File: src/rtl/triangle_stream_fifo_if.sv
// Handshake bundle for triangle_stream_fifo: producer side (in_*) and
// consumer side (out_*) of the triangle stream.
//   in_valid/in_ready/in_tri    : producer -> FIFO
//   out_valid/out_ready/out_tri : FIFO -> consumer (first-word-fall-through)
// Modport slave is the FIFO's view; master is the environment's view.
interface triangle_stream_fifo_if #(
    parameter int WI = 8,
    parameter int WF = 8
);
    localparam int W = WI + WF;

    logic                   in_valid;
    logic                   in_ready;
    logic [2:0][2:0][W-1:0] in_tri;
    logic                   out_valid;
    logic                   out_ready;
    logic [2:0][2:0][W-1:0] out_tri;

    modport master (
        output in_valid,
        output in_tri,
        output out_ready,
        input  in_ready,
        input  out_valid,
        input  out_tri
    );

    modport slave (
        input  in_valid,
        input  in_tri,
        input  out_ready,
        output in_ready,
        output out_valid,
        output out_tri
    );
endinterface

File: src/rtl/triangle_stream_fifo.sv
// Triangle FIFO between transform stage and rasteriser: FWFT output,
// any depth, almost-full/empty flags, occupancy, flush, high-water mark.
// Ports:
//   Clk, Reset_n   : clock, async active-low reset
//   flush          : synchronous clear, beats push/pop
//   bus (slave)    : in_valid/in_ready/in_tri, out_valid/out_ready/out_tri
//   count          : occupancy
//   almost_full    : count >= AF_LEVEL
//   almost_empty   : count <= AE_LEVEL
//   max_count      : high-water mark since reset/flush
module triangle_stream_fifo #(
    parameter int WI       = 8,
    parameter int WF       = 8,
    parameter int DEPTH    = 10,
    parameter int AF_LEVEL = DEPTH - 2,
    parameter int AE_LEVEL = 1,
    localparam int CW      = $clog2(DEPTH + 1)
) (
    input  logic                   Clk,
    input  logic                   Reset_n,
    input  logic                   flush,
    triangle_stream_fifo_if.slave  bus,
    output logic [CW-1:0]          count,
    output logic                   almost_full,
    output logic                   almost_empty,
    output logic [CW-1:0]          max_count
);
    localparam int W  = WI + WF;
    localparam int PW = (DEPTH <= 2) ? 1 : $clog2(DEPTH);

    localparam logic [CW-1:0] FULL = CW'(DEPTH);
    localparam logic [CW-1:0] AF_C = CW'(AF_LEVEL);
    localparam logic [CW-1:0] AE_C = CW'(AE_LEVEL);
    localparam logic [PW-1:0] LAST = PW'(DEPTH - 1);

    typedef logic [2:0][2:0][W-1:0] tri_t;

    tri_t          r_mem [DEPTH];
    logic [PW-1:0] r_wr_ptr;
    logic [PW-1:0] r_rd_ptr;
    logic [CW-1:0] r_count;
    logic [CW-1:0] r_max;

    logic          w_in_ready;
    logic          w_out_valid;
    logic          w_push;
    logic          w_pop;
    logic [CW-1:0] w_count_nxt;
    logic [PW-1:0] w_wr_nxt;
    logic [PW-1:0] w_rd_nxt;

    // Ready depends on registered count only: a full FIFO refuses a
    // push even while the consumer pops in the same cycle.
    assign w_in_ready  = (r_count != FULL);
    assign w_out_valid = (r_count != '0);
    assign w_push      = bus.in_valid & w_in_ready;
    assign w_pop       = bus.out_ready & w_out_valid;

    // Non-power-of-two depth: wrap by explicit compare.
    assign w_wr_nxt = (r_wr_ptr == LAST) ? '0 : r_wr_ptr + 1'b1;
    assign w_rd_nxt = (r_rd_ptr == LAST) ? '0 : r_rd_ptr + 1'b1;

    always_comb begin
        w_count_nxt = r_count;
        unique case ({w_push, w_pop})
            2'b10:   w_count_nxt = r_count + 1'b1;
            2'b01:   w_count_nxt = r_count - 1'b1;
            default: w_count_nxt = r_count;
        endcase
    end

    always_ff @(posedge Clk or negedge Reset_n) begin
        if (!Reset_n) begin
            r_wr_ptr <= '0;
            r_rd_ptr <= '0;
            r_count  <= '0;
            r_max    <= '0;
        end else if (flush) begin
            r_wr_ptr <= '0;
            r_rd_ptr <= '0;
            r_count  <= '0;
            r_max    <= '0;
        end else begin
            if (w_push) begin
                r_wr_ptr <= w_wr_nxt;
            end
            if (w_pop) begin
                r_rd_ptr <= w_rd_nxt;
            end
            r_count <= w_count_nxt;
            if (w_count_nxt > r_max) begin
                r_max <= w_count_nxt;
            end
        end
    end

    // Storage carries no reset; pointers alone define validity.
    always_ff @(posedge Clk) begin
        if (Reset_n && !flush && w_push) begin
            r_mem[r_wr_ptr] <= bus.in_tri;
        end
    end

    assign bus.in_ready  = w_in_ready;
    assign bus.out_valid = w_out_valid;
    assign bus.out_tri   = w_out_valid ? r_mem[r_rd_ptr] : '0;

    assign count        = r_count;
    assign max_count    = r_max;
    assign almost_full  = (r_count >= AF_C);
    assign almost_empty = (r_count <= AE_C);
endmodule
File: src/flat_wrapper.sv
// flat-port wrapper written by rule: the top's interface ports become plain ports
module triangle_stream_fifo_flat 
#(
    parameter int WI       = 8,
    parameter int WF       = 8,
    parameter int DEPTH    = 10,
    parameter int AF_LEVEL = DEPTH - 2,
    parameter int AE_LEVEL = 1,
    localparam int CW      = $clog2(DEPTH + 1)
)
  (Clk, Reset_n, flush, count, almost_full, almost_empty, max_count, bus_in_valid, bus_in_tri, bus_out_ready, bus_in_ready, bus_out_valid, bus_out_tri);
  triangle_stream_fifo_if #(.WI(WI), .WF(WF)) bus_i ();
  input  logic Clk;
  input  logic Reset_n;
  input  logic flush;
  output logic [CW-1:0] count;
  output logic almost_full;
  output logic almost_empty;
  output logic [CW-1:0] max_count;
  input wire logic [$bits(bus_i.in_valid)-1:0] bus_in_valid;
  input wire logic [$bits(bus_i.in_tri)-1:0] bus_in_tri;
  input wire logic [$bits(bus_i.out_ready)-1:0] bus_out_ready;
  output wire logic [$bits(bus_i.in_ready)-1:0] bus_in_ready;
  output wire logic [$bits(bus_i.out_valid)-1:0] bus_out_valid;
  output wire logic [$bits(bus_i.out_tri)-1:0] bus_out_tri;
  assign bus_i.in_valid = bus_in_valid;
  assign bus_i.in_tri = bus_in_tri;
  assign bus_i.out_ready = bus_out_ready;
  assign bus_in_ready = bus_i.in_ready;
  assign bus_out_valid = bus_i.out_valid;
  assign bus_out_tri = bus_i.out_tri;
  triangle_stream_fifo #(.WI(WI), .WF(WF), .DEPTH(DEPTH), .AF_LEVEL(AF_LEVEL), .AE_LEVEL(AE_LEVEL)) u_core (.Clk(Clk), .Reset_n(Reset_n), .flush(flush), .bus(bus_i), .count(count), .almost_full(almost_full), .almost_empty(almost_empty), .max_count(max_count));
endmodule
File: config.mk
export PLATFORM = sky130hd
export DESIGN_NAME = triangle_stream_fifo_flat
export DESIGN_NICKNAME = d
export VERILOG_FILES = /design/src/rtl/triangle_stream_fifo_if.sv /design/src/rtl/triangle_stream_fifo.sv /design/src/flat_wrapper.sv
export SDC_FILE = /design/constraint.sdc
export NUM_CORES = 2
export LEC_CHECK = 0
export CAP_MARGIN = 0
export CORE_MARGIN = 5
export CORE_UTILIZATION = 45
export CTS_CLUSTER_SIZE = 40
export DETAILED_ROUTE_END_ITERATION = 6
export PLACE_DENSITY_LB_ADDON = 0.15
export SETUP_SLACK_MARGIN = 0.2
export SLEW_MARGIN = 20
export SYNTH_ARGS = -nofsm -noshare
export SYNTH_HDL_FRONTEND = slang
export SYNTH_SLANG_ARGS = --single-unit
File: constraint.sdc
create_clock -name Clk -period 18.04 [get_ports Clk]
set_input_delay 4.51 -clock Clk [delete_from_list [all_inputs] [get_ports Clk]]
set_output_delay 4.51 -clock Clk [all_outputs]
set_load 0.02 [all_outputs]
==> summary.md <==
| Metric | Value |
|---|---|
| Max cap viols | 0 |
| Syn avg cell area | 22.6 sq um |
| Worst skew pair latency | 760 ps |
| Post-synth top flop | edfxtp_1 |
| CORE AREA | 0.122 sq mm |
| Final Util | 0.532 |
| Post-synth top area share | 0.782 |
| Clk sinks | 1456 |
| Post_cts resized | 0 |
| DR pass1 iterations | 7 |
| # hold bufs at CTS | 0 |
| Synth Warn # | 0 |
| EDFF count, synth | 1440 |
| Tmin final | 10370 ps |
| First-pass GRT wire length | 192 mm |
| CTS Buf Count | 153 |
| Setup tns final | 0 ps |
| Post-Syn Instances | 2445 |
| Fin nets | 2968 |
| Slew Limit Fails | 0 |
| Yosys top cell by area | edfxtp_1 |
| RSZ-0062 raised after global routing | false |
| Drt drc | 0 |
| CTS max path bufs | 3 |
| Wirelength, routed | 131 mm |
| Final Hold Fails | 0 |
| Iteration-0 DRC Markers | 2188 |
| Status | completed |
| HPWL Detailed | 66.2 mm |
| Crit path arrival time | 5860 ps |
| Sw power | 1610 uW |
| Largest net degree at the start of global routing | 124 |
| Crit Path Class | register to output port |
| Grt ovf | 0 |
| Setup violators final | 0 |
| Fill cells | 9317 |
| Busiest grt layer | met2 |
| Reg clk slew, reported paths | 60 ps |
| P_leak | 0.0195 uW |
| Synth unique cells | 45 |
| Startpoint types | register |
| Met1 Use GR | 0.260 |
| H-tree levels | 4 |
| Combinational power share | 0.086 |
| M3 GR Usage | 0.0536 |
| F_max | 0.0964 GHz |
| Hold WS | 635 ps |
| M2 GR Usage | 0.339 |
| Share of flip-flops with an asynchronous set or reset | 0.0110 |
| Worst slew margin | 0.254 |
| Synthesized cell area | 0.0553 sq mm |
| Overall Global Routing Usage | 0.200 |
| HP Class | register to register |
| Critical Path End Type | output port |
| Final Power | 7450 uW |
| Initial antenna violation count | 23 |
| Port bufs | 304 |
| Crit path max fanout | 47 |
| Root Buffer | clkbuf_16 |
| CP required | 13530 ps |
| Post-CTS Setup Repair Bufs | 0 |
| Final Cycle Share | 0.575 |
| Die ar. | 0.130 sq mm |
| Seq/Total Area, Yosys | 0.789 |
| Io pins | 305 |
| GP Congestion | 0.727 |
| Clock power frac | 0.409 |
| Routed Antenna Nets | 0 |
| Placement Cell Area | 0.0599 sq mm |
| Mapped Nets | 2606 |
| Cell Pwr Density | 115 mW/mm^2 |
| CTS tree | yes |
| Skew final | 21.4 ps |
| Number of synthesized register bits | 1456 |
| Fin area | 0.0649 sq mm |
| P_int | 5840 uW |
| Width of the chip | 360 um |
| Slew @ Worst Pin | 1120 ps |
| Vias after detailed routing | 26300 |
| Reg power frac | 0.505 |
| Effective utilization at floorplan | 0.454 |
| DR vias/cell | 5.75 |
| Area contributors post-synth | edfxtp_1, mux4_2, mux2i_1 |
| Switching share of power | 0.217 |
| Height of the die | 360 um |
| Placement row count | 128 |
| Maximum VDD drop | 0.0000854 V |
| Area added between synthesis and finish | 17.3% |
| FF-to-FF setup slack | 13210 ps |
| Routed length per placed instance | 28.6 um |
| Vias in the first global route | 28300 |
| Share of post-route cells with drive strength above 1 | 0.195 |
## per-layer routing
metal | vias up | routed length (um)
li1 | 11300 | -
met1 | 14100 | 53400
met2 | 710 | 65800
met3 | 209 | 8600
met4 | 18 | 2650
met5 | - | 119
## flip-flops by register name, summed over array words and instances (netlist names)
signal / cells
u_core.count: 4
u_core.r_mem: 1440
u_core.r_wr_ptr: 4
u_core.max_count: 4
u_core.r_rd_ptr: 4
## final timing paths
kind / depth (start not counted) / endpoint / startpoint
max: 7 / bus_out_tri[88] / u_core.r_rd_ptr[0]$_DFFE_PN0P_
min: 2 / u_core.r_wr_ptr[3]$_DFFE_PN0P_ / u_core.r_wr_ptr[3]$_DFFE_PN0P_
max reg2reg: 16 / u_core.max_count[2]$_DFFE_PN0P_ / u_core.count[0]$_DFF_PN0_
min reg2reg: 2 / u_core.r_wr_ptr[3]$_DFFE_PN0P_ / u_core.r_wr_ptr[3]$_DFFE_PN0P_
max in group asynchronous: 1 / u_core.r_rd_ptr[0]$_DFFE_PN0P_ / Reset_n
min in group asynchronous: 1 / u_core.r_rd_ptr[3]$_DFFE_PN0P_ / Reset_n
## power groups by stage
stage	combinational, uW	sequential, uW	clock, uW
5_1_grt	687	3760	3270
3_5_place_dp	652	3830	0
4_1_cts	654	3760	3120
3_3_place_gp	641	3830	0
2_1_floorplan	402	3830	0
6_report	640	3760	3050
## Yosys cell counts (all sizes together) (10+ instances only)
library cell / number
a21oi: 10
ha: 12
clkbuf: 72
o22ai: 144
inv: 13
a211oi: 149
edfxtp: 1440
mux4: 288
buf: 80
mux2i: 145
nor2: 14
dfrtp: 16
## cells in the final DEF (no fill, tap or decap), types with 7 or more instances in the layout
cell type,instances
a211oi_1,149
a21oi_1,10
buf_4,50
bufinv_16,14
clkbuf_1,26
clkbuf_16,159
clkdlybuf4s50_1,304
clkinv_1,42
clkinv_2,24
dfrtp_1,13
diode_2,12
edfxtp_1,1440
ha_1,12
inv_1,11
mux2i_1,145
mux4_2,288
nand2_1,7
nor2_1,8
o22ai_1,144
## logic make-up (layout without fill, tap and decap cells)
kind of cell / count (synthesis) / after routing / synth area share
AOI/OAI and AO/OA: 319 / 319 / 0.0394
other: 0 / 12 / 0
xor gates and xnor gates: 1 / 1 / 0.000158
adders and majority gates: 12 / 12 / 0.00272
and+or+nand+nor: 58 / 58 / 0.00570
DFF: 1456 / 1456 / 0.789
buffers and inverters: 165 / 648 / 0.0187
muxes: 434 / 434 / 0.144
## worst max-delay path, stage by stage, from the launching register on
cell and delay, ps:
dfrtp_4 970, buf_4 820, buf_4 780, buf_4 820, mux4_2 370, o22ai_1 90, a211oi_1 470, clkdlybuf4s50_1 690
## stage by stage
stage               instances  setup WS, ps
floorplan                2445          2150
global placement         4277          8250
detailed placement       4277          8250
CTS                      4553          7400
global route             4554          7100
finish                   4565          7670
## layout make-up
| cell class | count | area (sq um) | share of cell area |
|---|---|---|---|
| clock buffers | 185 | 4080 | 0.0628 |
| repair buffers | 359 | 3500 | 0.0540 |
| diodes | 12 | 30.0 | 0.000463 |
| clock inverters | 91 | 817 | 0.0126 |
| flip-flops and latches | 1456 | 43700 | 0.673 |
| multi-input cells | 824 | 10700 | 0.165 |
| well taps | 1625 | 2030 | 0.0313 |
| inverters | 13 | 51.3 | 0.000791 |
Power figures use the tool's default switching activity.
